### config.mk
export PLATFORM = sky130hd
export DESIGN_NAME = int_pad_sampler
export DESIGN_NICKNAME = d
export VERILOG_FILES = /design/src/rtl/int_pad_sampler.sv
export SDC_FILE = /design/constraint.sdc
export NUM_CORES = 1
export LEC_CHECK = 0
export CAP_MARGIN = 20
export CELL_PAD_IN_SITES_DETAIL_PLACEMENT = 1
export CELL_PAD_IN_SITES_GLOBAL_PLACEMENT = 1
export CORE_MARGIN = 5
export CORE_UTILIZATION = 40
export DETAILED_ROUTE_END_ITERATION = 6
export GPL_TIMING_DRIVEN = 0
export PLACE_DENSITY = 0.77
export SYNTH_ARGS = -nofsm -noshare
export SYNTH_HDL_FRONTEND = slang
export SYNTH_SLANG_ARGS = --single-unit
### constraint.sdc
create_clock -name PHI0 -period 2.6 [get_ports PHI0]
set_input_delay 0.39 -clock PHI0 [delete_from_list [all_inputs] [get_ports PHI0]]
set_output_delay 0.39 -clock PHI0 [all_outputs]
set_load 0.02 [all_outputs]
### src/rtl/int_pad_sampler.sv
// ============================================================================
// int_pad_sampler : /NMI, /IRQ, /RES pad synchroniser, optional glitch filter
//                   (INT_PAD_GLITCH_FILTER_EN) and power-on reset stretch.
// Revision 1.0    : initial release
// ============================================================================
`default_nettype none

module int_pad_sampler #(
  parameter int FILTER_CYCLES = 4,
  parameter int POR_CYCLES    = 8
) (
  input  logic PHI0,
  input  logic RST,
  input  logic n_NMI,
  input  logic n_IRQ,
  input  logic n_RES,
  output logic n_NMIP,
  output logic n_IRQP,
  output logic RESP,
  output logic POR_BUSY
);

  localparam int c_NPIN    = 3;
  localparam int c_PIN_NMI = 0;
  localparam int c_PIN_IRQ = 1;
  localparam int c_PIN_RES = 2;

  if ((FILTER_CYCLES < 1) || (FILTER_CYCLES > 16) ||
      (POR_CYCLES < 1) || (POR_CYCLES > 255)) begin : g_param_check
    $error("int_pad_sampler: parameter out of legal range");
  end

  logic [c_NPIN-1:0] w_pad;
  logic [c_NPIN-1:0] s1_q;
  logic [c_NPIN-1:0] s2_q;
  logic [c_NPIN-1:0] f_d;

  assign w_pad = {n_RES, n_IRQ, n_NMI};

  always_ff @(posedge PHI0) begin
    if (RST) begin
      s1_q <= '1;
      s2_q <= '1;
    end else begin
      s1_q <= w_pad;
      s2_q <= s1_q;
    end
  end

  for (genvar i = 0; i < c_NPIN; i++) begin : g_pin
`ifdef INT_PAD_GLITCH_FILTER_EN
    localparam int CNT_W = $clog2(FILTER_CYCLES) + 1;

    logic             f_q;
    logic             pin_f_d;
    logic [CNT_W-1:0] cnt_q;
    logic [CNT_W-1:0] cnt_d;

    // A return to the accepted level at any point restarts the count.
    always_comb begin
      pin_f_d = f_q;
      cnt_d   = cnt_q;
      if (s2_q[i] == f_q) begin
        cnt_d = '0;
      end else if (cnt_q == CNT_W'(FILTER_CYCLES - 1)) begin
        pin_f_d = s2_q[i];
        cnt_d   = '0;
      end else begin
        cnt_d = cnt_q + CNT_W'(1);
      end
    end

    always_ff @(posedge PHI0) begin
      if (RST) begin
        f_q   <= 1'b1;
        cnt_q <= '0;
      end else begin
        f_q   <= pin_f_d;
        cnt_q <= cnt_d;
      end
    end

    assign f_d[i] = pin_f_d;
`else
    assign f_d[i] = s2_q[i];
`endif
  end

  logic [7:0] por_cnt_q;
  logic [7:0] por_cnt_d;
  logic       por_busy_d;

  always_comb begin
    por_cnt_d = por_cnt_q;
    if (RST) begin
      por_cnt_d = 8'(POR_CYCLES);
    end else if (por_cnt_q != 8'd0) begin
      por_cnt_d = por_cnt_q - 8'd1;
    end
  end

  assign por_busy_d = (por_cnt_d != 8'd0);

  always_ff @(posedge PHI0) begin
    por_cnt_q <= por_cnt_d;
  end

  // Outputs use next-state values so they move on the same edge as the filter.
  always_ff @(posedge PHI0) begin
    if (RST) begin
      n_NMIP   <= 1'b1;
      n_IRQP   <= 1'b1;
      RESP     <= 1'b1;
      POR_BUSY <= 1'b1;
    end else begin
      n_NMIP   <= f_d[c_PIN_NMI] | por_busy_d;
      n_IRQP   <= f_d[c_PIN_IRQ] | por_busy_d;
      RESP     <= por_busy_d | ~f_d[c_PIN_RES];
      POR_BUSY <= por_busy_d;
    end
  end

endmodule

`default_nettype wire
==> summary.txt <==
Floorplan
  – DIE WIDTH: 53.5 um
  – Ports: 9
  – Core area: ~1800 um2
  – Die area: roughly 2900 um2
  – Placement Rows: 15
  – Starting Density: 0.429
  – Vert. Die Dim: between 50 and 60 um

Synth
  – Synth top area cells: dfxtp_1 (48%), or2_2 (8.3%), xnor2_1 (4.6%)
  – Synth cell count leaders: dfxtp_1 (18), or2_2 (10), nor2_1 (6)
  – Multiplexer share of the synthesized area: 0.0132
  – Top_reg_cell synth: dfxtp_1
  – Ys Warns: 0
  – Yosys reg bits: 18
  – Avg Inst Size Synth: a little under 10 um2
  – Post-synthesis xor/xnor area fraction: 0.0579
  – Synth cell types: 32
  – Post-Synth Simple-Gate Area: 0.288
  – Most frequent cell after synthesis: dfxtp_1
  – Sequential share of the synthesized area: 0.476
  – Combinational family with the most area after synthesis: simple AND/OR/NAND/NOR gates
  – Yosys top cell area share: 0.476
  – Post-Synth Adder-Cell Area: 0.0331
  – Post-Syn Area: 757 um2
  – FFs w/ async S/R, synth: 0
  – Mapped Nets: 84
  – Compound-Gate Fraction of Synth Area: 0.0909
  – Biggest area consumer among synthesized cells: dfxtp_1
  – Post-synth EDFFs: 0
  – Synth Instances: 77

Clocking
  – CTS root buf: clkbuf_4
  – CTS buffer count: 3
  – Setup bufs post-CTS: 0
  – Clk pin slew, worst setup/hold paths: approximately 100 ps
  – Clock sink count: 18
  – Post-CTS Resized: 0
  – H-tree levels: 1
  – Worst-Skew Late Latency: 300 ps
  – Clk buf depth: 2
  – Hold Buf Count CTS: 0
  – CTS tree: done

STA
  – Unrepaired setup endpoints after global routing: no
  – Period utilization: 0.938
  – Final hold vios: 0
  – Clock skew: 7.53 ps
  – Worst-margin pin slew: between 700 and 800 ps
  – Min cycle time layout: 2440 ps
  – Max Slew Vio Count: 0
  – FMAX: between 0.4 and 0.5 GHz
  – Setup TNS: 0 ps
  – Finish-stage setup viols: 0
  – Relative slew slack: 0.473

Cells and area
  – N_diodes: 0
  – Layout cells sized above 1: 0.236
  – Final nets: 97
  – Layout Area Growth over Synthesis: 19.5%
  – Layout Cells excl Fill: about 110

Setup path
  – Reg2reg end: n_IRQP
  – R2R cell count: 6
  – CP Class: reg2reg
  – Critical path arrival: about 2600 ps
  – R2r setup slk: 160 ps
  – Crit. End Element: flip-flop
  – End of the critical path: n_IRQP
  – Crit path max fanout: 5
  – Worst Path Required: 2770 ps
  – CP Launch Type: flip-flop
  – Crit path launch: por_cnt_q[0]
  – Reg-to-reg critical path startpoint: por_cnt_q[0]

Place
  – Port Buffers: 8
  – Detailed Place HPWL: between 1 and 1.5 mm
  – Inst Count DP: 110
  – RePlAce Congestion: ~0.75

Run status
  – Outcome: finished, final reports clean

Power
  – Pwr Total: ~0.92 mW
  – PwrDens: 1010 nW/um2
  – IR drop worst, VDD: ~0.00053 V
  – Static Leak: 0.345 nW

Job
  – Max-cap violations: 0

Global routing
  – Total Routing Usage GR: 0.135
  – Initial antenna violation count: 0
  – Total congestion overflow: 0
  – Largest net degree at the start of global routing: 11
  – First-pass GRT wire length: roughly 2.7 mm
  – Number of global-route vias before repair: approximately 580

Routing
  – DR vias: approximately 580
  – First drt pass iteration count: 3
  – Detailed-route DRC error count: 0
  – Final ANT Viol Nets: 0
  – WL final: between 1.5 and 2 mm
  – Drt via density: ~5
  – Starting DRT DRC Count: 2
  – Avg WL per Cell: between 10 and 15 um

Min path
  – HP Class: reg2reg
through the flow:
stage               hold slack [ps]  instance area (um2)   util  worst slack, ps
floorplan                       356                  757      -              345
global placement                368                  868  0.492              217
detailed placement              376                  868  0.492              197
CTS                             400                  905  0.513              156
global route                    411                  905  0.513             83.5
finish                          391                  905  0.513              160
registers in the layout (all words and copies together) (netlist names):
| register | cells |
|---|---|
| por_cnt_q | 8 |
| n_IRQP | 1 |
| RESP | 1 |
| POR_BUSY | 1 |
| f_d | 3 |
| n_NMIP | 1 |
| s1_q | 3 |
worst min path at each step:
stage | cells after the start | end | startpoint | slack, ps
floorplan | 1 | RESP | f_d[2] | 360
global placement | 1 | RESP | f_d[2] | 370
detailed placement | 1 | RESP | f_d[2] | 380
CTS | 1 | RESP | f_d[2] | 400
global route | 1 | RESP | f_d[2] | 410
finish | 1 | RESP | f_d[2] | 390
where the power goes:
group	switching (mW)	total, mW	internal (mW)
Clock	0.0859	0.171	0.0854
Sequential	0.0470	0.375	0.328
Combinational	0.190	0.372	0.182
Total	0.323	0.918	0.595
cells by family (layout without fill, tap and decap cells):
| logic type | count (synthesis) | after routing |
|---|---|---|
| fa+ha+maj | 2 | 2 |
| buf+inv | 6 | 18 |
| mux | 1 | 1 |
| simple gates | 35 | 35 |
| flops | 18 | 18 |
| xor+xnor | 5 | 5 |
| compound gates | 10 | 10 |
cell usage in the layout (no fill, tap or decap), drive strengths merged:
cell type	n
or2	10
inv	3
ha	2
dfxtp	18
or4	3
clkdlybuf4s50	8
xor2	1
o21bai	1
and3b	2
or3	1
or3b	2
nor4	2
nor3	5
nand3	1
o2111ai	1
a211o	1
buf	2
o31ai	1
nand4	1
clkbuf	5
nand2	1
xnor2	4
nor3b	1
a21oi	2
o21a	1
mux2i	1
nor2	6
o31a	1
o21ai	2
routing by layer:
metal,GRT usage,wire [um]
met1,0.157,692
met2,0.216,737
met3,0.0338,55
met4,0.0894,32
met5,0,0
critical path: stages, from the launching register on:
cell	delay (ps)
dfxtp_1	340
inv_1	110
ha_1	260
or3b_4	420
or4_4	490
o21a_1	200
or4_1	500
final cells by class:
cell class,instances,area (um2)
Fill cell,224,860
Multi-Input combinational cell,53,365
Sequential cell,18,360
Timing Repair Buffer,8,80.1
Clock buffer,4,36.3
Tap cell,25,31.3
Buffer,3,20.0
Inverter,3,11.3
Power figures use the tool's default switching activity.
